**config.mk**
```make
export PLATFORM = sky130hd
export DESIGN_NAME = clock_divider_bank
export DESIGN_NICKNAME = d
export VERILOG_FILES = /design/src/rtl/clock_divider_pkg.sv /design/src/rtl/clock_divider_channel.sv /design/src/rtl/clock_divider_bank.sv
export SDC_FILE = /design/constraint.sdc
export NUM_CORES = 1
export LEC_CHECK = 0
export ABC_AREA = 1
export CAP_MARGIN = 20
export CELL_PAD_IN_SITES_DETAIL_PLACEMENT = 0
export CELL_PAD_IN_SITES_GLOBAL_PLACEMENT = 2
export CORE_MARGIN = 1
export CORE_UTILIZATION = 36
export CTS_CLUSTER_SIZE = 20
export DETAILED_ROUTE_END_ITERATION = 8
export PLACE_DENSITY = 0.8
export SLEW_MARGIN = 20
export SYNTH_ARGS = -nofsm -noshare
export SYNTH_HDL_FRONTEND = slang
export SYNTH_HIERARCHICAL = 1
export SYNTH_SLANG_ARGS = --single-unit
```
**constraint.sdc**
```tcl
create_clock -name clock_in -period 3.7 [get_ports clock_in]
set_clock_uncertainty 0.15 [all_clocks]
set_input_delay 0.74 -clock clock_in [delete_from_list [all_inputs] [get_ports clock_in]]
set_output_delay 0.74 -clock clock_in [all_outputs]
set_load 0.01 [all_outputs]
```
**src/rtl/clock_divider_pkg.sv**
```systemverilog
// Shared definitions for the clock divider bank.
//   MAX_CHANNELS    : upper bound on the CHANNELS parameter
//   DEFAULT_DIVISOR : divisor every channel comes out of reset with
//   ceil_half()     : number of high cycles for a divisor D (ceil(D/2))
package clock_divider_pkg;

  localparam int MAX_CHANNELS    = 16;
  localparam int DEFAULT_DIVISOR = 3;

  // Divisors are handled as 32-bit quantities here, so WIDTH is limited to 32.
  function automatic logic [31:0] ceil_half(input logic [31:0] d);
    return (d >> 1) + {31'd0, d[0]};
  endfunction

endpackage

```
**src/rtl/clock_divider_channel.sv**
```systemverilog
// One divider channel: counter 0..D-1, shadow (pending) divisor, registered
// square-wave and tick outputs.
//   clock_in, reset : clock, synchronous active-high reset
//   en_i            : run enable; low holds counter at 0 and outputs low
//   restart_i       : phase-align (counter to 0, pending divisor applied)
//   wr_i, wr_div_i  : validated divisor write for this channel
//   pend_o          : a pending divisor is waiting for the next wrap
//   clk_o, tick_o   : divided clock, one-cycle pulse per period
module clock_divider_channel
  import clock_divider_pkg::*;
#(
  parameter int WIDTH       = 23,
  parameter int DEFAULT_DIV = DEFAULT_DIVISOR
) (
  input  logic             clock_in,
  input  logic             reset,
  input  logic             en_i,
  input  logic             restart_i,
  input  logic             wr_i,
  input  logic [WIDTH-1:0] wr_div_i,
  output logic             pend_o,
  output logic             clk_o,
  output logic             tick_o
);

  logic [WIDTH-1:0] cnt_q, cnt_d, div_q, div_d, shd_q, shd_d;
  logic             pend_q, pend_d, clk_q, clk_d, tick_q, tick_d;
  logic             wrap, hold;

  assign wrap = (cnt_q == div_q - WIDTH'(1));
  assign hold = restart_i | ~en_i;

  always_comb begin
    cnt_d  = cnt_q;
    div_d  = div_q;
    shd_d  = shd_q;
    pend_d = pend_q;
    clk_d  = 1'b0;
    tick_d = 1'b0;
    if (hold) begin
      // Parked or restarting: nothing is mid-period, so a new divisor
      // (including one written this very cycle) can take effect at once.
      cnt_d = '0;
      if (wr_i) begin
        div_d  = wr_div_i;
        pend_d = 1'b0;
      end else if (pend_q) begin
        div_d  = shd_q;
        pend_d = 1'b0;
      end
    end else begin
      clk_d  = 32'(cnt_q) < ceil_half(32'(div_q));
      tick_d = wrap;
      if (wrap) begin
        cnt_d = '0;
        if (pend_q) begin
          div_d  = shd_q;
          pend_d = 1'b0;
        end
      end else begin
        cnt_d = cnt_q + WIDTH'(1);
      end
      // A write is only accepted while pend_q is clear, so it cannot collide
      // with the swap above; a write landing on the wrap waits a full period.
      if (wr_i) begin
        shd_d  = wr_div_i;
        pend_d = 1'b1;
      end
    end
  end

  always_ff @(posedge clock_in) begin
    if (reset) begin
      cnt_q  <= '0;
      div_q  <= WIDTH'(DEFAULT_DIV);
      shd_q  <= '0;
      pend_q <= 1'b0;
      clk_q  <= 1'b0;
      tick_q <= 1'b0;
    end else begin
      cnt_q  <= cnt_d;
      div_q  <= div_d;
      shd_q  <= shd_d;
      pend_q <= pend_d;
      clk_q  <= clk_d;
      tick_q <= tick_d;
    end
  end

  assign pend_o = pend_q;
  assign clk_o  = clk_q;
  assign tick_o = tick_q;

endmodule

```
**src/rtl/clock_divider_bank.sv**
```systemverilog
// Bank of CHANNELS independent programmable clock dividers sharing one
// divisor-write port.
//   clock_in, reset          : clock, synchronous active-high reset
//   cfg_valid/cfg_ready      : divisor write handshake
//   cfg_chan, cfg_div        : target channel and new divisor
//   enable                   : per-channel run enable
//   sync_restart             : restart all channels in phase
//   clock_out, tick          : per-channel divided clock and period pulse
//   cfg_err                  : pulse after an accepted but invalid write
module clock_divider_bank
  import clock_divider_pkg::*;
#(
  parameter int  CHANNELS    = 4,
  parameter int  WIDTH       = 23,
  parameter int  DEFAULT_DIV = DEFAULT_DIVISOR,
  localparam int CW          = (CHANNELS > 1) ? $clog2(CHANNELS) : 1
) (
  input  logic                clock_in,
  input  logic                reset,
  input  logic                cfg_valid,
  output logic                cfg_ready,
  input  logic [CW-1:0]       cfg_chan,
  input  logic [WIDTH-1:0]    cfg_div,
  input  logic [CHANNELS-1:0] enable,
  input  logic                sync_restart,
  output logic [CHANNELS-1:0] clock_out,
  output logic [CHANNELS-1:0] tick,
  output logic                cfg_err
);

  if (CHANNELS < 1 || CHANNELS > MAX_CHANNELS) begin : g_bad_channels
    $error("clock_divider_bank: CHANNELS out of range");
  end

  logic [CHANNELS-1:0] hit, pend, wr;
  logic                accept, bad, cfg_err_q;

  // hit is one-hot on an in-range address and all zero otherwise, so it
  // doubles as the range check without indexing past the channel vector.
  for (genvar i = 0; i < CHANNELS; i++) begin : g_hit
    assign hit[i] = (cfg_chan == CW'(i));
  end

  assign cfg_ready = ~|(hit & pend);
  assign accept    = cfg_valid & cfg_ready;
  assign bad       = (cfg_div == '0) | ~|hit;
  assign wr        = {CHANNELS{accept & ~bad}} & hit;

  always_ff @(posedge clock_in) begin
    if (reset) cfg_err_q <= 1'b0;
    else       cfg_err_q <= accept & bad;
  end
  assign cfg_err = cfg_err_q;

  for (genvar i = 0; i < CHANNELS; i++) begin : g_ch
    clock_divider_channel #(
      .WIDTH      (WIDTH),
      .DEFAULT_DIV(DEFAULT_DIV)
    ) u_ch (
      .clock_in (clock_in),
      .reset    (reset),
      .en_i     (enable[i]),
      .restart_i(sync_restart),
      .wr_i     (wr[i]),
      .wr_div_i (cfg_div),
      .pend_o   (pend[i]),
      .clk_o    (clock_out[i]),
      .tick_o   (tick[i])
    );
  end

endmodule

```
Yosys cells after proc, flatten, opt, wreduce, memory -nomap -nowiden

Cells that the tools add are included.

Register bits after elaboration: 289
Bits in latches: 0
Memory bits (writable): 0
ROM bits: 0
Output and inout bits: 10
Word-level logic and storage cells: 117
Memories: 0

Add/subtract/negate cells: 12
Multiply operators: 0
Div/mod/pow operators: 0
$lt $le $gt $ge: 4
Eq/ne operators: 7
Shifts and indexed selects: 0
Mux-type cells: 24
Bitwise logic cells: 19
Reduce and logical (&&, ||, !) cells: 26

Operators by type and width:

| cell                  | count |
|---|---|
| $mux 23               | 16 |
| $lt 23x32->1          | 4 |
| $add 22x1->23         | 4 |
| $add 23x1->23 const B | 4 |
| $eq 23x23->1          | 4 |
| $sub 23x1->23 const B | 4 |
| $logic_not 23->1      | 1 |
| $reduce_bool 2->1     | 8 |
| $reduce_or 3->1       | 4 |
| $not 1->1             | 9 |
| $and 4x4->4           | 2 |
| $mux 1                | 8 |
| $reduce_and 2->1      | 4 |
| $reduce_or 2->1       | 4 |
| $reduce_or 4->1       | 2 |
| $or 1x1->1            | 5 |
| $eq 2x2->1 const B    | 2 |
| $and 1x1->1           | 3 |
| $eq 2x1->1 const B    | 1 |
| $logic_not 1->1       | 2 |
| $logic_not 2->1       | 1 |

Longest topological paths before layout

Gate-level depths: netlist (run 1).

Depth after elaboration: 9
Depth in mapped cells: 18
Gate-level depth less buffers: 17

Hierarchy

Netlist (run 1), hierarchy kept.

By module, submodules not included:

| module                                   | instances | cells an instance | area each (sq um) |
|---|---|---|---|
| clock_divider_channel (g_ch[0].u_ch ...) | 3         | 816               | 5350.1 |
| clock_divider_channel (g_ch[3].u_ch)     | 1         | 850               | 5466.5 |
| clock_divider_bank                       | 1         | 47                | 226.5 |

Least setup slack after synthesis (run 1)

Ideal clock, no wire load.

Path kind: reg-to-reg
Start: reg g_ch[0].u_ch.div_q[0]
End: reg g_ch[0].u_ch.clk_q
Setup time: 122 ps
Arrival time: 2609 ps
Data required time: 3428 ps
Slack: 818 ps
Stages on the path, launching flop included: 16
Buffers on the path: 0
Cell sequence: dfxtp_1 > ha_1 > ha_1 > nand3_1 > nor3_2 > inv_1 > nor3_2 > nor4b_2 > nand3_1 > xor2_1 > ha_1 > nand2_1 > o21ai_0 > a21oi_1 > o211ai_1 > a21oi_1

Longest elaborated chain between the ends: 2

Ends and longest elaborated chain:

| element                  | RTL line                    | source |
|---|---|---|
| start: declaration       | clock_divider_channel.sv:26 | `logic [WIDTH-1:0] cnt_q, cnt_d, div_q, div_d, shd_q, shd_d;` |
| start signal: assignment | clock_divider_channel.sv:75 | `div_q <= WIDTH'(DEFAULT_DIV);` |
| start signal: assignment | clock_divider_channel.sv:82 | `div_q <= div_d;` |
| $add 22x1->23            | clock_divider_pkg.sv:12     | `return (d >> 1) + {31'd0, d[0]};` |
| $lt 23x32->1             | clock_divider_channel.sv:52 | `clk_d = 32'(cnt_q) < ceil_half(32'(div_q));` |
| end signal: assignment   | clock_divider_channel.sv:85 | `clk_q <= clk_d;` |
| end: declaration         | clock_divider_channel.sv:27 | `logic pend_q, pend_d, clk_q, clk_d, tick_q, tick_d;` |

No other way between the ends.
A chain may end at the register's enable or synchronous reset.

Final worst setup path (run 1)

Start: in cfg_chan[1]
End: out cfg_ready

Longest elaborated chain between the ends: 4
Elaborated cells between the ends (all ways): 7

Ends and longest elaborated chain:

| element                            | RTL line                 | source |
|---|---|---|
| start: declaration                 | clock_divider_bank.sv:22 | `input logic [CW-1:0] cfg_chan,` |
| $eq 2x1->1 (tied with other cells) | clock_divider_bank.sv:41 | `assign hit[i] = (cfg_chan == CW'(i));` |
| $and 4x4->4 (*)                    | clock_divider_bank.sv:44 | `assign cfg_ready = ~\|(hit & pend);` |
| $reduce_or 4->1 (*)                | clock_divider_bank.sv:44 |  |
| $logic_not 1->1 (*)                | clock_divider_bank.sv:44 |  |
| end: declaration                   | clock_divider_bank.sv:21 | `output logic cfg_ready,` |

Every way passes the cells marked *; elsewhere a longest branch is shown, timed or not.

==> summary.md, run 1 <==
| Metric | Value |
|---|---|
| Outcome | finished clean |
| Most used cell, CP | sky130_fd_sc_hd__clkdlybuf4s50_1 |
| Largest cells by area after synthesis | sky130_fd_sc_hd__dfxtp_1, sky130_fd_sc_hd__nand2_1, sky130_fd_sc_hd__a21oi_1 |
| Shortest clock period the worst path allows after layout | ~3.5 ns |
| Final period util | 94.08% |
| Pin count of the biggest net entering global routing | 60 |
| Total detailed-routing wirelength | 65,630 µm |
| Standard-cell rows | 89 |
| Cell with the largest stage delay on the worst path | sky130_fd_sc_hd__clkdlybuf4s50_1 |
| Global-route congestion overflow total | 0 |
| Clk buf depth | 3 |
| Ys flop type | sky130_fd_sc_hd__dfxtp_1 |
| Leakage | 10.01 nW |
| Number of slew-limit violations in the final report | 0 |
| Antenna violations before repair | 0 |
| Worst max-slew margin expressed relative to the limit | between 40% and 50% |
| Power Total | about 8.6 mW |
| Setup Viol. Count Final | 0 |
| Proportion of layout cells with a drive suffix above 1 | 9.735% |
| Number of antenna diodes | 0 |
| Hold Vio Cnt, Final | 0 |
| Seq pwr share | roughly two fifths |
| Number of routed nets with antenna violations | 0 |
| Width of the die | around 250 µm |
| Net switching power | 2.682 mW |
| Drt drc | 0 |
| Via/cell ratio | 5.006 |
| Mean post-synth cell area | roughly 6.5 µm² |
| DRT iter0 DRCs | about 1,400 |
| Growth of design area from synthesis to finish | 11.22% |
| Drt wl/cell | about 16 µm |
| Post-Syn Area | roughly 22,000 µm² |
| FFs w/ async S/R, synth | 0% |
| Largest fanout on the critical path | 5 |
| Starting Density | between 30% and 40% |
| Most instantiated cells after synthesis | sky130_fd_sc_hd__nand2_1, sky130_fd_sc_hd__nor2_1, sky130_fd_sc_hd__a21oi_1 |
| Count of flip-flops with a built-in enable after synthesis | 0 |
| Post-route insts no fill | between 4,000 and 5,000 |
| Clock sinks | 289 |
| Depth of the CTS H-tree | 2 |
| Net Count, Synth | roughly 3,500 |
| Cell with the most instances after synthesis | sky130_fd_sc_hd__nand2_1 |
| Setup TNS after final layout | 0 ns |
| Crit path max-delay family | buffers and inverters |
| Portion of total power attributed to combinational logic | between 10% and 20% |
| Final worst-path setup slack | 0.2189 ns |
| Global Route Usage Sum | a little over a fifth |
| Post-placement setup slack | between 0.04 and 0.05 ns |
| Post-synth top area share | 26.61% |
| CTS root buf | sky130_fd_sc_hd__clkbuf_16 |
| Internal power | 5.947 mW |
| Highest clock rate | about 0.29 GHz |
| Die outline height | about 250 µm |
| Gpl congestion | between 0.8 and 0.9 |
| CP endpoint kind | output port |
| Global-route wire length before repair | ~110,000 µm |
| Synthesized instance count | between 3,000 and 4,000 |
| Area leader, netlist | sky130_fd_sc_hd__dfxtp_1 |
| Sum of buffers and inverters on the critical path | 3 |
| Number of iterations in the first detailed-routing pass | 7 |
| Yosys warns | 6 |
| Number of clock buffers inserted by TritonCTS | 37 |
| Worst supply voltage drop on vdd | around 0.27 mV |
| Max-capacitance violation count | 0 |
| Clock Latency Late Sink | between 0.5 and 0.6 ns |
| Final worst hold slack | 0.3122 ns |
| Number of global-route vias before repair | around 20,000 |
| Share of total power in the clock network | a little over two fifths |
| Net Sw Frac | a little under a third |
| Type of the worst min-delay path | flip-flop to flip-flop |
| Sequential fraction of the synthesis area | a little over a quarter |
| IO Port Bufs | 42 |
| Count of vias placed by the detailed router | just over 20,000 |
| NumNets Final | between 3,000 and 4,000 |
| Clock slew seen by the registers of the worst setup and hold paths | about 0.05 ns |
| Number of unique standard cell types used by synthesis | 37 |
| Pwr Density | roughly 360 nW/µm² |
| Hold buffers post-CTS | 0 |
| Signal arrival time at the worst endpoint | between 2 and 3 ns |
| Number of flip-flops and latches in the synthesized netlist | 289 |
| Required time of the critical path | approximately 2.8 ns |
| Filler cells | 6,356 |
| Storage element area | between 5000 and 6000 µm² |
| Critical path class | input port to output port |
| Clock tree from TritonCTS | yes |
| Total placed cells including tap cells | approximately 4,100 |
| Die area | between 60,000 and 70,000 µm² |
| Placeable core region | between 50,000 and 60,000 µm² |
| Area of the multi-input gates | approximately 14,000 µm² |
| Detailed Place HPWL | ~50,000 µm |
| Startpoint types | input port |
| Delay of the slowest cell on the worst path | roughly 0.64 ns |
| Transition time at the pin with the least slew margin | 0.7813 ns |
| Cell Chain, Critical Path | clkdlybuf4s50_1 > inv_2 > nand3_1 > nand2_2 > nor2_1 > clkdlybuf4s50_1 |
| I/O pin count | 43 |
-- worst min-delay path: cells and delay by family (launching register included) --
family / cells / cell delay [ns]
AO/OA/AOI/OAI: 1 / 0.05
flip-flops: 1 / 0.31
AND/OR/NAND/NOR: 1 / 0.06
-- cell families after synthesis --
kind of cell | synth area share, %
compound gates | 11.62
xor+xnor | 8.942
fa+ha+maj | 5.985
buf+inv | 8.804
flops | 26.61
simple gates | 38.04
-- power groups by stage --
| stage | clock, mW | sequential (mW) | combinational [mW] |
|---|---|---|---|
| 6_report | 3.59 | 3.40 | 1.64 |
| 5_1_grt | 3.82 | 3.42 | 1.86 |
| 4_1_cts | 3.72 | 3.39 | 1.64 |
| 3_5_place_dp | 0 | 3.46 | 1.63 |
| 3_3_place_gp | 0 | 3.46 | 1.61 |
| 2_1_floorplan | 0 | 3.36 | 1.27 |
-- worst paths after layout --
path	cells past startpoint	endpoint	start	slack [ns]
max	6	cfg_ready	cfg_chan[1]	0.22
min	2	g_ch[3].u_ch/shd_q[11]	g_ch[3].u_ch/shd_q[11]	0.31
max reg2reg	16	g_ch[1].u_ch/clk_o	g_ch[1].u_ch/div_q[0]	0.24
min reg2reg	2	g_ch[3].u_ch/shd_q[11]	g_ch[3].u_ch/shd_q[11]	0.31
-- per-stage QoR --
stage	utilization [%]	area (µm²)
after floorplan	-	21740
after global placement	38.55	22880
after detailed placement	38.55	22880
after CTS	40.57	24080
after global routing	40.74	24180
final	40.74	24180
-- area by class of cell --
| cell class | instances | area share [%] |
|---|---|---|
| clock buffers | 61 | 4.667 |
| clock inverters | 5 | 0.2484 |
| inverters | 281 | 4.362 |
| multi-input cells | 2615 | 58.64 |
| flip-flops and latches | 289 | 23.95 |
| well taps | 773 | 4.000 |
| repair buffers | 108 | 4.139 |
-- registers in the layout (all words and copies together) (netlist names) --
signal / flops
g_ch.u_ch/clk_o: 4
g_ch.u_ch/tick_o: 4
g_ch.u_ch/div_q: 92
cfg_err: 1
g_ch.u_ch/pend_o: 4
g_ch.u_ch/shd_q: 92
g_ch.u_ch/cnt_q: 92
-- repair_timing --
action	CTS	global route
buffers inserted	0	4
endpoints found under the setup margin	1	4
pin swaps	0	6
gates cloned	0	0
gates resized for setup	1	19
-- metal layers --
| layer | routed length (µm) | share of wire [%] | track usage, % | vias to the layer above |
|---|---|---|---|---|
| li1 | - | - | - | 10900 |
| met1 | 32850 | 50 | 30.03 | 9410 |
| met2 | 28940 | 44 | 34.61 | 303 |
| met3 | 2147 | 3.3 | 2.368 | 75 |
| met4 | 1691 | 2.6 | 6.297 | 0 |
| met5 | 0 | 0 | 0 | - |
-- placed cells by master, fill, tap and decap left out, types with 9 or more instances in the layout --
| cell type | n |
|---|---|
| sky130_fd_sc_hd__nor3_2 | 13 |
| sky130_fd_sc_hd__nand3b_1 | 23 |
| sky130_fd_sc_hd__o211ai_1 | 9 |
| sky130_fd_sc_hd__o21ai_0 | 22 |
| sky130_fd_sc_hd__clkbuf_1 | 15 |
| sky130_fd_sc_hd__xor2_1 | 160 |
| sky130_fd_sc_hd__dfxtp_1 | 285 |
| sky130_fd_sc_hd__inv_1 | 260 |
| sky130_fd_sc_hd__o21ai_1 | 10 |
| sky130_fd_sc_hd__buf_4 | 60 |
| sky130_fd_sc_hd__nor2_1 | 542 |
| sky130_fd_sc_hd__a21oi_1 | 426 |
| sky130_fd_sc_hd__clkdlybuf4s50_1 | 41 |
| sky130_fd_sc_hd__nand4_1 | 63 |
| sky130_fd_sc_hd__xnor2_1 | 62 |
| sky130_fd_sc_hd__nand2_2 | 22 |
| sky130_fd_sc_hd__nand2_1 | 648 |
| sky130_fd_sc_hd__nor3_1 | 38 |
| sky130_fd_sc_hd__nor2_2 | 48 |
| sky130_fd_sc_hd__clkbuf_16 | 39 |
| sky130_fd_sc_hd__nor2_4 | 23 |
| sky130_fd_sc_hd__nand3_2 | 56 |
| sky130_fd_sc_hd__nand3_1 | 301 |
| sky130_fd_sc_hd__inv_2 | 19 |
| sky130_fd_sc_hd__ha_1 | 102 |
Note: power is estimated with default switching activity, not from simulation.
==> run 2: changes to the inputs <==
--- a/config.mk
+++ b/config.mk
@@ -14,7 +14,7 @@
 export CTS_CLUSTER_SIZE = 20
 export DETAILED_ROUTE_END_ITERATION = 8
 export PLACE_DENSITY = 0.8
-export SLEW_MARGIN = 20
+export SLEW_MARGIN = 30
 export SYNTH_ARGS = -nofsm -noshare
 export SYNTH_HDL_FRONTEND = slang
 export SYNTH_HIERARCHICAL = 1
==> results of run 2 <==
Same layout as run 1: the final DEF is identical, and so are final timing and power.
==> run 3: changes to the inputs <==
--- a/config.mk
+++ b/config.mk
@@ -5,16 +5,15 @@
 export SDC_FILE = /design/constraint.sdc
 export NUM_CORES = 1
 export LEC_CHECK = 0
-export ABC_AREA = 1
 export CAP_MARGIN = 20
 export CELL_PAD_IN_SITES_DETAIL_PLACEMENT = 0
 export CELL_PAD_IN_SITES_GLOBAL_PLACEMENT = 2
 export CORE_MARGIN = 1
-export CORE_UTILIZATION = 36
+export CORE_UTILIZATION = 39
 export CTS_CLUSTER_SIZE = 20
 export DETAILED_ROUTE_END_ITERATION = 8
-export PLACE_DENSITY = 0.8
-export SLEW_MARGIN = 30
+export PLACE_DENSITY = 0.79
+export SLEW_MARGIN = 40
 export SYNTH_ARGS = -nofsm -noshare
 export SYNTH_HDL_FRONTEND = slang
 export SYNTH_HIERARCHICAL = 1
==> summary.md, run 3 <==
| Metric | Value |
|---|---|
| Final worst hold slack | approximately 0.30 ns |
| Critical path class | flip-flop to flip-flop |
| Placed cell areas | 21,610 µm² |
| Largest fanout on the critical path | 5 |
| Number of routed nets with antenna violations | 0 |
| RSZ-0062 raised after global routing | no |
| Width of the die | 228.8 µm |
| Die area | approximately 52,000 µm² |
| Clock tree from TritonCTS | yes |
| Mean post-synth cell area | roughly 8.1 µm² |
| Number of antenna diodes | 0 |
| Final period util | 93.73% |
| Post-CTS setup buffer count | 0 |
| Number of global-route vias before repair | 17,070 |
| Most instantiated cells after synthesis | sky130_fd_sc_hd__nand2_1, sky130_fd_sc_hd__dfxtp_1, sky130_fd_sc_hd__nor2_1 |
| Total detailed-routing wirelength | ~60,000 µm |
| Signal arrival time at the worst endpoint | 3.82 ns |
| Number of flip-flops and latches in the synthesized netlist | 289 |
| Count of flip-flops with a built-in enable after synthesis | 0 |
| Starting Density | 39.76% |
| Pin count of the biggest net entering global routing | 58 |
| Clock slew seen by the registers of the worst setup and hold paths | roughly 0.06 ns |
| Setup TNS after final layout | 0 ns |
| Growth of design area from synthesis to finish | 14.53% |
| Filler cells | between 5,000 and 6,000 |
| Number of unique standard cell types used by synthesis | between 70 and 80 |
| Outcome | finished clean |
| Max-capacitance violation count | 0 |
| Worst max-slew margin expressed relative to the limit | between 40 and 50% |
| Via/cell ratio | approximately 5.5 |
| Count of vias placed by the detailed router | 17,820 |
| Number of iterations in the first detailed-routing pass | 5 |
| Registers with the most flip-flops | g_ch.u_ch/cnt_q (92), g_ch.u_ch/div_q (92), g_ch.u_ch/shd_q (92) |
| Standard-cell rows | between 80 and 90 |
| CP endpoint kind | flip-flop |
| Shortest clock period the worst path allows after layout | 3.468 ns |
| Post-layout instance area | ~23,000 µm² |
| Detailed Place HPWL | 43,640 µm |
| Number of slew-limit violations in the final report | 0 |
| Clk buf depth | 3 |
| Ys flop type | sky130_fd_sc_hd__dfxtp_1 |
| Cell with the most instances after synthesis | sky130_fd_sc_hd__nand2_1 |
| Net Count, Synth | approximately 2,600 |
| Placeable core region | between 50,000 and 60,000 µm² |
| Transition time at the pin with the least slew margin | ~0.76 ns |
| Yosys warns | 6 |
| Sequential fraction of the synthesis area | around 29% |
| Startpoint types | flip-flop |
| Proportion of layout cells with a drive suffix above 1 | 13.79% |
| I/O pin count | 43 |
| Commonest cells after routing, fill and taps aside | sky130_fd_sc_hd__nand2_1, sky130_fd_sc_hd__dfxtp_1, sky130_fd_sc_hd__nor2_1 |
| Drt wl/cell | about 19 µm |
| Antenna violations before repair | 2 |
| Gpl congestion | roughly 0.87 |
| Area leader, netlist | sky130_fd_sc_hd__dfxtp_1 |
| IO Port Bufs | 42 |
| Most common cell after layout, fill and taps aside | sky130_fd_sc_hd__nand2_1 |
| Hold Vio Cnt, Final | 0 |
| Pwr Density | ~370 nW/µm² |
| Clock sinks | approximately 290 |
| DRT iter0 DRCs | roughly 1,300 |
| CTS root buf | sky130_fd_sc_hd__clkbuf_16 |
| Highest clock rate | 0.2883 GHz |
| Required time of the critical path | 4.05 ns |
| NumNets Final | around 2,600 |
| Number of clock buffers inserted by TritonCTS | 37 |
| Setup Viol. Count Final | 0 |
| FFs w/ async S/R, synth | 0% |
| Type of the worst min-delay path | flip-flop to flip-flop |
| Depth of the CTS H-tree | 2 |
| Global Route Usage Sum | a little under a quarter |
| Global-route wire length before repair | ~96,000 µm |
| Power Total | roughly 8.5 mW |
| Post-Syn Area | 20,070 µm² |
| Global-route congestion overflow total | 0 |
| Worst supply voltage drop on vdd | ~0.28 mV |
| Leakage | slightly above 8 nW |
| Largest cells by area after synthesis | sky130_fd_sc_hd__dfxtp_1, sky130_fd_sc_hd__ha_1, sky130_fd_sc_hd__xnor2_1 |
| Die outline height | between 200 and 250 µm |
| Clock Latency Late Sink | about 0.56 ns |
| Drt drc | 0 |
| Post-synth top area share | slightly below 30% |
| Synthesized instance count | roughly 2,500 |
==> run 3: cell count changes in the layout (fill, tap and decap cells not counted), sizes merged, moves of 75 or more <==
cell,change
inv,-228
nand3,-274
a21oi,-286
xnor2,+78
nand2,-360
nor2,-349
a221oi,+88
buf,+75
o21ai,+92
==> run 3: cell families after synthesis <==
group	synth area share, %
flops	28.83
simple gates	27.49
compound gates	19.45
mux	0.5112
fa+ha+maj	6.484
buf+inv	5.542
xor+xnor	11.70
==> run 3: layer usage <==
metal / global-route usage (%) / up-vias / wire [µm]
met5: 0 / - / 0
met4: 6.292 / 0 / 1281
met3: 2.720 / 65 / 2284
met2: 36.92 / 302 / 27140
met1: 31.17 / 8572 / 28810
li1: - / 8876 / -
==> run 3: critical path: stages (launching register included) <==
cell and delay (ns):
sky130_fd_sc_hd__dfxtp_1 0.45, sky130_fd_sc_hd__ha_1 0.25, sky130_fd_sc_hd__ha_1 0.23, sky130_fd_sc_hd__and3_1 0.34, sky130_fd_sc_hd__nand2_1 0.16, sky130_fd_sc_hd__nor2_1 0.27, sky130_fd_sc_hd__nand2_1 0.10, sky130_fd_sc_hd__xor2_1 0.16
sky130_fd_sc_hd__ha_1 0.31, sky130_fd_sc_hd__o21ai_0 0.09, sky130_fd_sc_hd__nand2b_1 0.08, sky130_fd_sc_hd__a21oi_1 0.14, sky130_fd_sc_hd__nor2_1 0.05, sky130_fd_sc_hd__a2111oi_0 0.41, sky130_fd_sc_hd__o41a_1 0.21
==> run 3: per-stage QoR <==
stage	setup WS, ns	instances	utilization (%)
after global placement	0.05919	3142	42.81
after floorplan	0.5561	2482	-
after global routing	0.001954	3210	45.54
after CTS	0.1214	3209	45.43
final	0.2318	3210	45.54
after detailed placement	0.05935	3142	42.81
==> run 3: layout make-up <==
cell class | count | area (µm²) | share of cell area, %
clock inverter | 15 | 206.4 | 0.8982
sequential | 289 | 5789 | 25.19
multi-input combinational | 1948 | 13200 | 57.43
inverter | 51 | 191.4 | 0.8328
clock buffer | 52 | 1115 | 4.850
timing repair buffer | 183 | 1643 | 7.147
tap | 672 | 840.8 | 3.658
==> run 3: repair_timing <==
| action | in CTS | in global routing |
|---|---|---|
| hold buffers | 0 | 0 |
| setup endpoints to repair | 0 | 33 |
| resized for setup | 0 | 10 |
| hold endpoints to repair | 0 | 0 |
==> run 3: report_power, final <==
group | switching (mW) | leakage, nW | internal (mW)
combinational | 0.764 | 5.20 | 0.530
clock | 1.48 | 0.657 | 2.45
sequential | 0.110 | 2.34 | 3.19
total | 2.35 | 8.20 | 6.17
==> run 3: path summary, 6_finish.rpt <==
check	from	end	slack [ns]	depth (start not counted)
setup reg to reg	g_ch[1].u_ch/div_q[0]	g_ch[1].u_ch/clk_o	0.23	14
setup / recovery	g_ch[1].u_ch/div_q[0]	g_ch[1].u_ch/clk_o	0.23	14
hold reg to reg	g_ch[2].u_ch/shd_q[22]	g_ch[2].u_ch/shd_q[22]	0.30	2
hold / removal	g_ch[2].u_ch/shd_q[22]	g_ch[2].u_ch/shd_q[22]	0.30	2
